## config.mk

```make
export PLATFORM = sky130hd
export DESIGN_NAME = hdmi_island_scheduler
export DESIGN_NICKNAME = d
export VERILOG_FILES = /design/src/rtl/hdmi_pkg.sv /design/src/rtl/hdmi_pkt_arbiter.sv /design/src/rtl/hdmi_island_scheduler.sv
export SDC_FILE = /design/constraint.sdc
export NUM_CORES = 1
export LEC_CHECK = 0
export CAP_MARGIN = 20
export CORE_AREA = 2 2 80 66
export DETAILED_ROUTE_END_ITERATION = 7
export DIE_AREA = 0 0 82 68
export PLACE_DENSITY_LB_ADDON = 0.12
export REMOVE_ABC_BUFFERS = 1
export SETUP_SLACK_MARGIN = 0.2
export SLEW_MARGIN = 20
export SYNTH_ARGS = -nofsm -noshare
export SYNTH_HDL_FRONTEND = slang
export SYNTH_HIERARCHICAL = 1
export SYNTH_SLANG_ARGS = --single-unit
```

## constraint.sdc

```tcl
create_clock -name clk_pixel -period 10.45 [get_ports clk_pixel]
set_input_delay 2.6125 -clock clk_pixel [delete_from_list [all_inputs] [get_ports clk_pixel]]
set_output_delay 2.6125 -clock clk_pixel [all_outputs]
set_load 0.01 [all_outputs]
```

## src/rtl/hdmi_pkg.sv

```systemverilog
// rtl/hdmi_pkg.sv - shared types and timing constants for the HDMI data-island scheduler
//
// Purpose : island period/mode encoding consumed by the TMDS channel encoders,
//           plus the fixed lengths of the island timeline.
// Ports   : none (package)
package hdmi_pkg;

  typedef enum logic [2:0] {
    CTRL     = 3'd0,
    PREAMBLE = 3'd1,
    GB_LEAD  = 3'd2,
    DATA     = 3'd3,
    GB_TRAIL = 3'd4
  } island_mode_t;

  localparam int PREAMBLE_LEN = 8;
  localparam int GB_LEN       = 2;
  localparam int PKT_LEN      = 32;

endpackage

```

## src/rtl/hdmi_pkt_arbiter.sv

```systemverilog
// rtl/hdmi_pkt_arbiter.sv - packet requester arbiter, fixed priority or round robin
//
// Purpose : picks one requester from (req & ~mask) when enable is high.
//           Default build: fixed priority, lowest index wins.
//           HDMI_ISLAND_RR_EN defined: round robin, the search starts at a
//           pointer that moves to one past the last granted index.
// Ports   : clk_pixel, reset  (HDMI_ISLAND_RR_EN only) pointer clock / async reset
//           req     [NUM_REQ]  level requests
//           mask    [NUM_REQ]  requesters excluded from this evaluation
//           enable             evaluation point; winner is zero when low
//           winner  [NUM_REQ]  one-hot winner, zero when nothing eligible
module hdmi_pkt_arbiter #(
  parameter int NUM_REQ = 4
) (
`ifdef HDMI_ISLAND_RR_EN
  input  logic               clk_pixel,
  input  logic               reset,
`endif
  input  logic [NUM_REQ-1:0] req,
  input  logic [NUM_REQ-1:0] mask,
  input  logic               enable,
  output logic [NUM_REQ-1:0] winner
);

  logic [NUM_REQ-1:0] cand;
  assign cand = req & ~mask;

`ifdef HDMI_ISLAND_RR_EN
  localparam int IDX_W = $clog2(NUM_REQ);

  logic [IDX_W-1:0] ptr;
  logic [IDX_W-1:0] win_idx;
  logic [IDX_W-1:0] idx;
  int               sum;

  // Walk the offsets from the far end so the candidate closest to ptr is
  // the last one written.
  always_comb begin
    winner  = '0;
    win_idx = '0;
    idx     = '0;
    sum     = 0;
    for (int i = NUM_REQ - 1; i >= 0; i--) begin
      sum = int'(ptr) + i;
      if (sum >= NUM_REQ) sum = sum - NUM_REQ;
      idx = IDX_W'(sum);
      if (enable && cand[idx]) begin
        winner      = '0;
        winner[idx] = 1'b1;
        win_idx     = idx;
      end
    end
  end

  always_ff @(posedge clk_pixel or posedge reset) begin
    if (reset) begin
      ptr <= '0;
    end else if (|winner) begin
      ptr <= (win_idx == IDX_W'(NUM_REQ - 1)) ? '0 : win_idx + 1'b1;
    end
  end
`else
  always_comb begin
    winner = '0;
    for (int i = NUM_REQ - 1; i >= 0; i--) begin
      if (enable && cand[i]) begin
        winner    = '0;
        winner[i] = 1'b1;
      end
    end
  end
`endif

endmodule

```

## src/rtl/hdmi_island_scheduler.sv

```systemverilog
// rtl/hdmi_island_scheduler.sv - data-island timeline and packet slot scheduler
//
// Purpose : runs one data island per line inside horizontal blanking
//           (PREAMBLE, GB_LEAD, DATA packets of 32 clocks, GB_TRAIL) and
//           arbitrates packet requesters into the packet slots.
//           Optional HDMI_ISLAND_RR_EN selects round-robin arbitration.
// Ports   : clk_pixel, reset        pixel clock, async active-high reset
//           cx [10]                 current horizontal position
//           screen_start_x [10]     first active-video column
//           req [NUM_REQ]           level requests, held until granted
//           grant [NUM_REQ]         one-hot pulse in first clock of packet
//           pkt_sel                 index of packet being sent
//           pkt_bit [5]             bit counter within packet
//           mode [3]                hdmi_pkg::island_mode_t
//           data_island_period      high in GB_LEAD, DATA, GB_TRAIL
//           overrun                 sticky island-too-late flag
module hdmi_island_scheduler
  import hdmi_pkg::*;
#(
  parameter int NUM_REQ     = 4,
  parameter int ISL_START_X = 10,
  parameter int CTRL_MARGIN = 12,
  parameter int MAX_PKTS    = 18
) (
  input  logic                       clk_pixel,
  input  logic                       reset,
  input  logic [9:0]                 cx,
  input  logic [9:0]                 screen_start_x,
  input  logic [NUM_REQ-1:0]         req,
  output logic [NUM_REQ-1:0]         grant,
  output logic [$clog2(NUM_REQ)-1:0] pkt_sel,
  output logic [4:0]                 pkt_bit,
  output logic [2:0]                 mode,
  output logic                       data_island_period,
  output logic                       overrun
);

  localparam int IDX_W = $clog2(NUM_REQ);
  localparam int CNT_W = $clog2(MAX_PKTS + 1);
  // Clocks from preamble start to end of trailing guard band for one packet.
  localparam int ISL_MIN_LEN = PREAMBLE_LEN + 2 * GB_LEN + PKT_LEN;
  // Seen from pkt_bit==31: next packet, trailing guard band, then margin.
  localparam int NEXT_PKT_ROOM = PKT_LEN + GB_LEN + 1 + CTRL_MARGIN;

  island_mode_t       state, state_d;
  logic [2:0]         phase, phase_d;
  logic [4:0]         pkt_bit_d;
  logic [IDX_W-1:0]   pkt_sel_d, win_idx;
  logic [NUM_REQ-1:0] grant_d, cur_win, cur_win_d, arb_mask, winner;
  logic [CNT_W-1:0]   pkt_cnt, pkt_cnt_d;
  logic               overrun_d, line_done, line_done_d, dip_d, arb_en;
  logic [10:0]        cx_w, ssx_w;
  logic               start_ok, room_ok, cnt_ok, ovr_hit;

  assign cx_w  = {1'b0, cx};
  assign ssx_w = {1'b0, screen_start_x};

  // Outputs are registered, so the transition is decided one column early:
  // the state register holds PREAMBLE while cx == ISL_START_X.
  assign start_ok = (state == CTRL) && !line_done
                 && ((cx_w + 11'd1) == 11'(ISL_START_X))
                 && (|req)
                 && (11'(ISL_START_X + ISL_MIN_LEN + CTRL_MARGIN) <= ssx_w);
  assign room_ok  = (cx_w + 11'(NEXT_PKT_ROOM)) <= ssx_w;
  assign cnt_ok   = pkt_cnt < CNT_W'(MAX_PKTS);
  assign ovr_hit  = (state != CTRL) && (cx == screen_start_x - 10'd1);

  hdmi_pkt_arbiter #(.NUM_REQ(NUM_REQ)) u_arb (
`ifdef HDMI_ISLAND_RR_EN
    .clk_pixel (clk_pixel),
    .reset     (reset),
`endif
    .req       (req),
    .mask      (arb_mask),
    .enable    (arb_en),
    .winner    (winner)
  );

  always_comb begin
    win_idx = '0;
    for (int i = 0; i < NUM_REQ; i++) begin
      if (winner[i]) win_idx = IDX_W'(i);
    end
  end

  always_comb begin
    state_d     = state;
    phase_d     = phase + 3'd1;
    pkt_bit_d   = pkt_bit;
    pkt_sel_d   = pkt_sel;
    grant_d     = '0;
    cur_win_d   = cur_win;
    pkt_cnt_d   = pkt_cnt;
    overrun_d   = overrun;
    line_done_d = (cx == 10'd0) ? 1'b0 : line_done;
    arb_en      = 1'b0;
    arb_mask    = '0;

    if (ovr_hit) begin
      overrun_d = 1'b1;
      state_d   = CTRL;
      phase_d   = '0;
      pkt_bit_d = '0;
      pkt_sel_d = '0;
    end else begin
      case (state)
        CTRL: begin
          phase_d = '0;
          if (start_ok) begin
            state_d     = PREAMBLE;
            pkt_cnt_d   = '0;
            line_done_d = 1'b1;
          end
        end
        PREAMBLE: begin
          if (phase == 3'(PREAMBLE_LEN - 1)) begin
            state_d = GB_LEAD;
            phase_d = '0;
          end
        end
        GB_LEAD: begin
          if (phase == 3'(GB_LEN - 1)) begin
            // A packet is always sent; with no requester left it is the
            // null packet (grant stays 0, pkt_sel 0).
            arb_en    = 1'b1;
            state_d   = DATA;
            phase_d   = '0;
            pkt_bit_d = '0;
            pkt_cnt_d = pkt_cnt + 1'b1;
            grant_d   = winner;
            pkt_sel_d = win_idx;
            cur_win_d = winner;
          end
        end
        DATA: begin
          phase_d   = '0;
          pkt_bit_d = pkt_bit + 5'd1;
          if (pkt_bit == 5'(PKT_LEN - 1)) begin
            // Current winner may still hold req this cycle; mask it out.
            arb_mask = cur_win;
            arb_en   = cnt_ok && room_ok;
            if (|winner) begin
              pkt_bit_d = '0;
              pkt_cnt_d = pkt_cnt + 1'b1;
              grant_d   = winner;
              pkt_sel_d = win_idx;
              cur_win_d = winner;
            end else begin
              state_d   = GB_TRAIL;
              pkt_bit_d = '0;
              pkt_sel_d = '0;
            end
          end
        end
        GB_TRAIL: begin
          if (phase == 3'(GB_LEN - 1)) begin
            state_d = CTRL;
            phase_d = '0;
          end
        end
        default: begin
          state_d = CTRL;
          phase_d = '0;
        end
      endcase
    end

    dip_d = (state_d == GB_LEAD) || (state_d == DATA) || (state_d == GB_TRAIL);
  end

  always_ff @(posedge clk_pixel or posedge reset) begin
    if (reset) begin
      state              <= CTRL;
      phase              <= '0;
      pkt_bit            <= '0;
      pkt_sel            <= '0;
      grant              <= '0;
      cur_win            <= '0;
      pkt_cnt            <= '0;
      overrun            <= 1'b0;
      line_done          <= 1'b0;
      data_island_period <= 1'b0;
    end else begin
      state              <= state_d;
      phase              <= phase_d;
      pkt_bit            <= pkt_bit_d;
      pkt_sel            <= pkt_sel_d;
      grant              <= grant_d;
      cur_win            <= cur_win_d;
      pkt_cnt            <= pkt_cnt_d;
      overrun            <= overrun_d;
      line_done          <= line_done_d;
      data_island_period <= dip_d;
    end
  end

  assign mode = state;

endmodule

```

# Word level (Yosys, flattened, before mapping)
# Index checks and enable logic that the tools add are counted.
dict set report word_totals {
  word_cells 119
  reg_bits 29
  output_inout_bits 16
  inputBits 26
}
dict set report op_classes {
  n_addsub 6
  magnitude_cmp 3
  eq_ne 18
  muxes 53
  reduce_logical 26
  bitwise 3
}
# operator n
set op_table {}
lappend op_table {{2-to-1 mux 4 bit} 14}
lappend op_table {{2-to-1 mux 5 bit} 7}
lappend op_table {{2-to-1 mux 3 bit} 10}
lappend op_table {{one-hot mux 4 bit (2 select lines)} 2}
lappend op_table {{one-hot mux 3 bit (5 select lines)} 1}
lappend op_table {{one-hot mux 5 bit (3 select lines)} 1}
lappend op_table {{equality test 3 x 2 -> 1 bit, second input constant} 4}
lappend op_table {{2-to-1 mux 2 bit} 6}
lappend op_table {{adder 10 x 1 -> 11 bit, second input constant} 1}
lappend op_table {{adder 10 x 6 -> 11 bit, second input constant} 1}
lappend op_table {{equality test 11 x 4 -> 1 bit, second input constant} 1}
lappend op_table {{less-or-equal comparator 11 x 10 -> 1 bit} 1}
lappend op_table {{adder 5 x 1 -> 5 bit, second input constant} 2}
lappend op_table {{equality test 10 bit} 1}
lappend op_table {{less-or-equal comparator 7 x 10 -> 1 bit, first input constant} 1}
lappend op_table {{logical AND 1 bit} 10}
lappend op_table {{zero test 10 bit} 1}
lappend op_table {{one-hot mux 5 bit (2 select lines)} 1}
lappend op_table {{subtractor 10 x 1 -> 10 bit, second input constant} 1}
lappend op_table {{equality test 3 bit, second input constant} 3}
lappend op_table {{nonzero test 3 bit} 3}
lappend op_table {{2-to-1 mux 1 bit} 8}
lappend op_table {{!= test 2 bit, second input constant} 4}
lappend op_table {{OR reduction 4 bit} 2}
lappend op_table {{20 further kinds} 23}

# Depth between registers and ports, before layout
# Gate-level depths: netlist (run 1).
dict set report depth {
  depth_word 19
  depth_mapped 19
  ltp_nobuf 19
}

# Modules after synthesis
# The synthesis (run 1) kept the hierarchy.
# mod area_per_inst_um2 seq_area_each_um2 cells_per_inst n_inst
set modules_own_cells {}
lappend modules_own_cells {hdmi_island_scheduler 2487.4 725.7 290 1}
lappend modules_own_cells {hdmi_pkt_arbiter 70.1 0.0 10 1}

# Least setup slack after synthesis (run 1)
# No wires, ideal clock.
dict set report synth_timing {
  path_kind {in2reg}
  from {in cx[2]}
  to {reg cur_win[0]}
  t_arrival_ps 6167
  slack_ps 4159
  path_stages 16
  path_buffers 1
  required_time_ps 10325
  cell_sequence {buf_2 -> o41ai_1 -> xor2_1 -> ha_1 -> a21o_1 -> a21oi_1 -> o21ai_0 -> a211oi_1 -> o221ai_1 -> a21boi_0 -> nand3_2 -> nor4b_2 -> nor4_1 -> o21a_1 -> nor3_4 -> mux2_2}
}
dict set report synth_via {
  elab_chain_cells 14
  word_cells_on_any_way 27
}
# element line_no
set synth_rtl {}
lappend synth_rtl {{start: declaration} hdmi_island_scheduler.sv:27} ;# input logic [9:0] cx,
lappend synth_rtl {{adder 10 x 6 -> 11 bit} hdmi_island_scheduler.sv:64} ;# assign room_ok = (cx_w + 11'(NEXT_PKT_ROOM)) <= ssx_w;
lappend synth_rtl {{less-or-equal comparator 11 x 10 -> 1 bit} hdmi_island_scheduler.sv:64}
lappend synth_rtl {{logical AND 1 bit} hdmi_island_scheduler.sv:141} ;# arb_en = cnt_ok && room_ok;
lappend synth_rtl {{2-to-1 mux 1 bit} hdmi_island_scheduler.sv:138} ;# if (pkt_bit == 5'(PKT_LEN - 1)) begin
lappend synth_rtl {{one-hot mux 1 bit (2 select lines)} hdmi_island_scheduler.sv:106} ;# case (state)
lappend synth_rtl {{2-to-1 mux 1 bit (*)} hdmi_island_scheduler.sv:99} ;# if (ovr_hit) begin
lappend synth_rtl {{named net arb_en} hdmi_island_scheduler.sv:51} ;# logic overrun_d, line_done, line_done_d, dip_d, arb_en;
lappend synth_rtl {{logical AND 1 bit} hdmi_pkt_arbiter.sv:66} ;# if (enable && cand[i]) begin
lappend synth_rtl {{2-to-1 mux 4 bit (3 in series)} hdmi_pkt_arbiter.sv:66}
lappend synth_rtl {{2-to-1 mux 4 bit (*)} hdmi_pkt_arbiter.sv:66}
lappend synth_rtl {{named net winner[3]} hdmi_island_scheduler.sv:49} ;# logic [NUM_REQ-1:0] grant_d, cur_win, cur_win_d, arb_mask, winner;
lappend synth_rtl {{OR reduction 4 bit (*)} hdmi_island_scheduler.sv:142} ;# if (|winner) begin
lappend synth_rtl {{!= test 2 bit (no line) (*)} --}
lappend synth_rtl {{AND reduction 5 bit (no line) (*)} --}
lappend synth_rtl {{end signal: assignment} hdmi_island_scheduler.sv:189} ;# cur_win <= cur_win_d;
lappend synth_rtl {{end: declaration} hdmi_island_scheduler.sv:49}
# The timed path passes the listed nets; every way through them passes the cells marked *. The select of a mux whose other input is x is not followed.
# A chain may end at the register's enable or synchronous reset.

# Final worst setup path (run 1)
dict set report layout_timing {
  from {in cx[2]}
  to {reg cur_win[3]}
}
dict set report layout_via {
  elab_chain_cells 14
  word_cells_on_any_way 27
}
# element line_no
set layout_rtl {}
lappend layout_rtl {{adder 10 x 6 -> 11 bit} hdmi_island_scheduler.sv:64}
lappend layout_rtl {{less-or-equal comparator 11 x 10 -> 1 bit} hdmi_island_scheduler.sv:64}
lappend layout_rtl {{logical AND 1 bit} hdmi_island_scheduler.sv:141}
lappend layout_rtl {{2-to-1 mux 1 bit} hdmi_island_scheduler.sv:138}
lappend layout_rtl {{one-hot mux 1 bit (2 select lines)} hdmi_island_scheduler.sv:106}
lappend layout_rtl {{2-to-1 mux 1 bit (*)} hdmi_island_scheduler.sv:99}
lappend layout_rtl {{named net arb_en} hdmi_island_scheduler.sv:51}
lappend layout_rtl {{logical AND 1 bit} hdmi_pkt_arbiter.sv:66}
lappend layout_rtl {{2-to-1 mux 4 bit (3 in series)} hdmi_pkt_arbiter.sv:66}
lappend layout_rtl {{2-to-1 mux 4 bit (*)} hdmi_pkt_arbiter.sv:66}
lappend layout_rtl {{named net winner[3]} hdmi_island_scheduler.sv:49}
lappend layout_rtl {{OR reduction 4 bit / 2-to-1 mux 4 bit (equally long branches)} hdmi_island_scheduler.sv:142}
lappend layout_rtl {{!= test 2 bit (no line) / 2-to-1 mux 4 bit (equally long branches)} --}
lappend layout_rtl {{AND reduction 5 bit (no line) / one-hot mux 4 bit (2 select lines) (equally long branches)} --}
# Marks and branches as above.

==> results.sh, run 1 <==
export IMPL_maxCapViolCount=0
export IMPL_p_sw_frac=0.291
export IMPL_tightest_slew_ps=599
export IMPL_place_port_buffers=41
export IMPL_gr_usage_all_layers=0.227
export IMPL_nets=384
export IMPL_finalPower_uw=264
export IMPL_drtPass1Iterations=4
export IMPL_maxSlewViolCount=0
export IMPL_core_area_um2=4830
export IMPL_path_class="in2reg"
export IMPL_cts_setup_buffers=0
export IMPL_critPathMaxFanout=12
export IMPL_hpwlAfterDp_um=4480
export IMPL_cts_root_buf="clkbuf_8"
export IMPL_power_internal_uw=187
export IMPL_dieArea_um2=5580
export IMPL_worst_ep_required_time_ps=10620
export IMPL_async_flop_share=1.00
export IMPL_synth_edf_count=0
export IMPL_power_leakage_nw=1.29
export IMPL_period_share=0.682
export IMPL_seq_power_share=0.435
export IMPL_grt_max_degree=30
export IMPL_power_density_nw_per_um2=86.1
export IMPL_syn_area_um2=2560
export IMPL_ioPinCount=42
export IMPL_hold_slack_ps=469
export IMPL_clk_pin_slew_ps=60
export IMPL_grt_pass1_wl_um=9640
export IMPL_skew_ps=5.01
export IMPL_synth_cell_types=57
export IMPL_initial_core_util=0.529
export IMPL_synth_seq_cells=29
export IMPL_layout_cells_most_common_list="clkdlybuf4s50_1, nor2_1, dfrtp_1"
export IMPL_cts_buffers=5
export IMPL_setup_viol=0
export IMPL_vias=2240
export IMPL_timing_final_ws_setup_ps=3320
export IMPL_cts_sinks=29
export IMPL_drtIter0Drc=113
export IMPL_grt_antenna_before_repair=0
export IMPL_post_drt_via_cell_ratio=5.63
export IMPL_cts_tree="done"
export IMPL_worstPathArrival_ps=7290
export IMPL_ir_worst_vdd_mv=0.0767
export IMPL_yosysWarningCount=6
export IMPL_die_w_um=82
export IMPL_wl_per_cell_um=14.8
export IMPL_dieHeight_um=68
export IMPL_postSynthCellCount=300
export IMPL_ctsResizeCount=0
export IMPL_rows=23
export IMPL_outcome="completed"
export IMPL_gp_congestion=0.853
export IMPL_layout_min_cycle_time_ps=7130
export IMPL_max_slew_margin=0.600
export IMPL_setup_tns_ps=0
export IMPL_route_detailed_drc=0
export IMPL_clock_latency_ps=280
export IMPL_finalHoldViolations=0
export IMPL_rsz0062_at_grt="no"
export IMPL_ant_nets=0
export IMPL_grt_pass1_vias=2004
export IMPL_ys_seq_area_frac=0.284
export IMPL_wirelength_um=5890
export IMPL_clkPwrFrac=0.337
export IMPL_ys_flop_type="dfrtp_1"
export IMPL_combPwrFrac=0.228
export IMPL_layout_commonest_cell="clkdlybuf4s50_1"
export IMPL_n_antenna_cell=0
export IMPL_cts_hold_fix_buffers=0
export IMPL_final_util=0.633
export IMPL_pre_cts_slack_ps=3070
export IMPL_grt_overflow=0
export IMPL_worst_setup_path_start_kind="input port"
export IMPL_clk_path_buf_depth=2
export IMPL_drive_above_1_share=0.0744
export IMPL_r2r_slack_ps=6320
export IMPL_power_switching_uw=76.7
export IMPL_synth_area_per_cell_um2=8.52
export IMPL_fmax_mhz=140
export IMPL_nFillCells=424
export IMPL_cp_end_kind="flip-flop"
export IMPL_cts_max_level=2
export IMPL_hold_class="reg2reg"
export IMPL_syn_to_final_growth_pct=19.7
[logic make-up (layout without fill, tap and decap cells)]
kind of cell | Yosys count | in the layout | share of synthesized area
AO/OA/AOI/OAI | 54 | 54 | 0.151
XOR/XNOR | 23 | 23 | 0.0788
adder cells (fa/ha/maj) | 23 | 23 | 0.113
buffers and inverters | 38 | 74 | 0.0660
flip-flops | 29 | 29 | 0.284
multiplexers | 8 | 8 | 0.0328
AND/OR/NAND/NOR | 125 | 125 | 0.275
[state kept, by name, summed over array words and instances, names as in the netlist]
signal / cells
pkt_bit: 5
pkt_cnt: 5
cur_win: 4
grant: 4
mode: 3
phase: 3
pkt_sel: 2
data_island_period: 1
line_done: 1
overrun: 1
[layer usage]
layer | share of wire | GRT usage | wire length (um)
met1 | 0.54 | 0.354 | 3160
met2 | 0.40 | 0.309 | 2360
met3 | 0.052 | 0.0462 | 306
met4 | 0.012 | 0.0667 | 68
met5 | 0 | 0 | 0
[final timing paths]
kind	startpoint	endpoint	cells after the start
max	cx[2]	cur_win[3]	16
min	overrun	overrun	1
max reg2reg	mode[1]	cur_win[3]	13
min reg2reg	overrun	overrun	1
max in group asynchronous	reset	phase[2]	3
min in group asynchronous	reset	pkt_bit[4]	3
[final cells by class]
cell class | instances | area [um2] | share of cell area
sequential | 29 | 726 | 0.237
inverter | 23 | 86.3 | 0.0282
clock buffer | 6 | 72.6 | 0.0237
timing repair buffer | 43 | 425 | 0.139
tap | 62 | 77.6 | 0.0253
clock inverter | 2 | 10.0 | 0.00327
multi-input combinational | 233 | 1660 | 0.543
[critical path, cell delays in order]
cell and delay, ps:
clkdlybuf4s50_1 640, o41ai_1 590, xor2_1 190, ha_1 260, a21o_1 180, a21oi_1 140
o21ai_0 90, a211oi_1 260, o221ai_1 160, a21boi_0 380, nand3_2 130, nor4b_2 480
nor4_1 190, o21a_1 290, nor3_4 320, mux2_2 370
[power groups by stage]
stage | Clock (mW) | Sequential (mW) | Combinational, mW
after floorplan | 0 | 0.116 | 0.0346
after global placement | 0 | 0.117 | 0.0590
after detailed placement | 0 | 0.117 | 0.0596
after CTS | 0.0909 | 0.115 | 0.0599
after global routing | 0.0960 | 0.115 | 0.0669
final | 0.0889 | 0.115 | 0.0600
[synth_stat cells, types with 2 or more instances]
library cell / count / area, um2
ha_1: 23 / 288
mux2_2: 3 / 33.8
and3_1: 5 / 31.3
xnor2_1: 15 / 131
a22oi_1: 2 / 15.0
nor2_1: 29 / 109
a21boi_0: 2 / 15.0
buf_6: 2 / 22.5
nor3_1: 11 / 55.1
or2_2: 2 / 12.5
xor2_1: 8 / 70.1
o21ai_0: 7 / 35.0
inv_1: 23 / 86.3
nor2b_1: 5 / 31.3
nand2_1: 26 / 97.6
nand2b_2: 2 / 17.5
a31oi_1: 3 / 18.8
and2_2: 2 / 15.0
nand2b_1: 5 / 31.3
nand3_1: 4 / 20.0
a21oi_1: 12 / 60.1
mux2i_1: 5 / 50.1
o21a_1: 3 / 22.5
nand4_1: 7 / 43.8
a211oi_1: 5 / 37.5
o2bb2ai_1: 3 / 26.3
clkbuf_1: 6 / 22.5
nor4_1: 9 / 56.3
o221ai_1: 2 / 17.5
a32oi_1: 4 / 35.0
and2_1: 4 / 25.0
dfrtp_1: 29 / 726
buf_2: 6 / 30.0
nor4b_1: 3 / 26.3
[through the flow]
stage | cell area, um2 | instances
6_report | 3060 | 398
5_1_grt | 3060 | 398
4_1_cts | 3060 | 398
3_5_place_dp | 2980 | 390
3_3_place_gp | 2980 | 390
2_1_floorplan | 2470 | 285
(Power assumes the default switching activity.)
==> inputs of run 2 (changes only) <==
--- a/config.mk
+++ b/config.mk
@@ -6,9 +6,9 @@
 export NUM_CORES = 1
 export LEC_CHECK = 0
 export CAP_MARGIN = 20
-export CORE_AREA = 2 2 80 66
+export CORE_AREA = 2 2 80 67
 export DETAILED_ROUTE_END_ITERATION = 7
-export DIE_AREA = 0 0 82 68
+export DIE_AREA = 0 0 82 69
 export PLACE_DENSITY_LB_ADDON = 0.12
 export REMOVE_ABC_BUFFERS = 1
 export SETUP_SLACK_MARGIN = 0.2
==> constraint.sdc (replaced) <==
create_clock -name clk_pixel -period 7.1 [get_ports clk_pixel]
set_input_delay 1.775 -clock clk_pixel [delete_from_list [all_inputs] [get_ports clk_pixel]]
set_output_delay 1.775 -clock clk_pixel [all_outputs]
set_load 0.01 [all_outputs]
==> run 2 against run 1 <==
Setup slack worse by 2600 ps. Final cell count fell by 0.25%. Worst hold slack got worse by 4.0 ps. Clock skew is 1.0 ps lower. Register-to-register slack worse by 3300 ps. Utilization grew 0.23 points. Non-clock buffer count unchanged. Die area up 1.5%. Global-route usage rose by 1.8 points. Largest cell class unchanged.
==> results.sh, run 2 (same netlist as run 1, synthesis figures left out) <==
export IMPL_reg2regPathDepth=12
export IMPL_worstPathArrival_ps=6530
export IMPL_path_class="in2reg"
export IMPL_finalHoldViolations=0
export IMPL_setup_tns_ps=0
export IMPL_die_w_um=82
export IMPL_cp_end_kind="flip-flop"
export IMPL_route_detailed_drc=0
export IMPL_post_drt_via_cell_ratio=5.72
export IMPL_largestRegisters="pkt_bit: 5 flops, pkt_cnt: 5 flops"
export IMPL_layout_cells_most_common_list="clkdlybuf4s50_1, nor2_1, dfrtp_1"
export IMPL_dp_cells=390
export IMPL_outcome="completed"
export IMPL_grt_pass1_wl_um=10800
export IMPL_core_area_um2=4830
export IMPL_grt_pass1_vias=2201
export IMPL_r2r_start="mode[1]"
export IMPL_layout_commonest_cell="clkdlybuf4s50_1"
export IMPL_power_internal_uw=285
export IMPL_multi_input_area_um2=1660
export IMPL_hold_path_endpoint="overrun"
export IMPL_cts_root_buf="clkbuf_8"
export IMPL_power_switching_uw=113
export IMPL_vias=2271
export IMPL_drtIter0Drc=208
export IMPL_final_util=0.635
export IMPL_tightest_slew_ps=597
export IMPL_power_leakage_nw=1.30
export IMPL_dieHeight_um=69
export IMPL_worst_ep_required_time_ps=7270
export IMPL_clk_pin_slew_ps=60
export IMPL_rows=23
export IMPL_ioPinCount=42
export IMPL_p_sw_frac=0.283
export IMPL_syn_to_final_growth_pct=20.1
export IMPL_placed_area_um2=2990
export IMPL_drive_above_1_share=0.0716
export IMPL_seq_power_share=0.425
export IMPL_fmax_mhz=157
export IMPL_gp_congestion=0.860
export IMPL_clkPwrFrac=0.348
export IMPL_r2r_end="cur_win[3]"
export IMPL_hpwlAfterDp_um=4790
export IMPL_cts_tree="done"
export IMPL_cts_sinks=29
export IMPL_grt_max_degree=24
export IMPL_rsz0062_at_grt="no"
export IMPL_period_share=0.897
export IMPL_wl_per_cell_um=15.8
export IMPL_cts_max_level=2
export IMPL_grt_antenna_before_repair=0
export IMPL_path_cells="clkdlybuf4s50_1, o41ai_1, xor2_1, ha_1, a21o_1, a21oi_1, o21ai_0, a211oi_1, o221ai_1, a21boi_0, nand3_2, nor4b_2, nor4_1, o21a_1, nor3_4, mux2_2"
export IMPL_ctsResizeCount=0
export IMPL_place_port_buffers=41
export IMPL_cts_hold_fix_buffers=0
export IMPL_power_density_nw_per_um2=129
export IMPL_maxCapViolCount=0
export IMPL_cts_buffers=5
export IMPL_grt_overflow=0
export IMPL_cts_setup_buffers=0
export IMPL_maxSlewViolCount=0
export IMPL_setup_viol=0
export IMPL_finalPower_uw=397
export IMPL_nets=384
export IMPL_finalNonFillerCells=397
export IMPL_n_antenna_cell=0
export IMPL_design_area_um2=3070
export IMPL_wirelength_um=6260
export IMPL_ir_worst_vdd_mv=0.104
export IMPL_clock_latency_ps=280
export IMPL_ant_nets=0
export IMPL_nFillCells=436
export IMPL_skew_ps=3.98
export IMPL_drtPass1Iterations=4
export IMPL_register_area_um2=726
export IMPL_dieArea_um2=5660
export IMPL_min_path_cells=1
export IMPL_initial_core_util=0.529
export IMPL_hold_class="reg2reg"
export IMPL_worst_setup_path_start_kind="input port"
export IMPL_clk_path_buf_depth=2
export IMPL_crit_path_max_incr_delay_ps=630
export IMPL_gr_usage_all_layers=0.244
export IMPL_max_slew_margin=0.598
export IMPL_critPathMaxFanout=12
export IMPL_layout_min_cycle_time_ps=6370
export IMPL_crit_slowest_cell="clkdlybuf4s50_1"
export IMPL_r2r_slack_ps=3050
export IMPL_combPwrFrac=0.227
export IMPL_min_from="overrun"
-- run 2: changes by cell type in the layout (fill, tap and decap cells not counted), sizes merged --
| cell | delta |
|---|---|
| clkinv | -2 |
| clkbuf | +1 |
-- run 2: area by class of cell --
class                   count  share of cell area
repair buffers             43               0.141
well taps                  62              0.0253
multi-input cells         233               0.541
clock buffers               7              0.0281
flip-flops and latches     29               0.236
inverters                  23              0.0281
-- run 2: worst max-delay path by stage --
stage / startpoint / endpoint / slack (ps) / depth (start not counted)
2_1_floorplan: screen_start_x[2] / cur_win[0] / 1660 / 14
3_3_place_gp: cx[2] / cur_win[3] / 600 / 16
3_5_place_dp: cx[2] / pkt_cnt[4] / 470 / 17
4_1_cts: cx[2] / pkt_cnt[4] / 720 / 17
5_1_grt: cx[2] / cur_win[0] / 280 / 16
6_report: cx[2] / cur_win[3] / 730 / 16
-- run 2: metal layers --
layer | track usage | up-vias | share of wire
met5 | 0 | - | 0
met4 | 0.0611 | 0 | 0.0080
met3 | 0.0445 | 6 | 0.047
met2 | 0.356 | 47 | 0.44
met1 | 0.371 | 1083 | 0.50
li1 | - | 1135 | -
-- run 2: critical path: cells and delay by family --
kind	cells	cell delay (ps)
buf+inv	1	630
xor+xnor	1	230
compound gates	8	2090
simple gates	4	1160
fa+ha+maj	1	280
mux	1	370
-- run 2: stage by stage --
step	hold WS [ps]	worst slack [ps]
after floorplan	438	1660
after global placement	453	602
after detailed placement	460	474
after CTS	473	718
after global routing	493	282
final	465	732
-- run 2: power groups by stage --
stage | clock [mW] | combinational, mW | sequential (mW)
after floorplan | 0 | 0.0509 | 0.171
after global placement | 0 | 0.0867 | 0.172
after detailed placement | 0 | 0.0893 | 0.172
after CTS | 0.141 | 0.0899 | 0.169
after global routing | 0.149 | 0.100 | 0.169
final | 0.138 | 0.0902 | 0.169
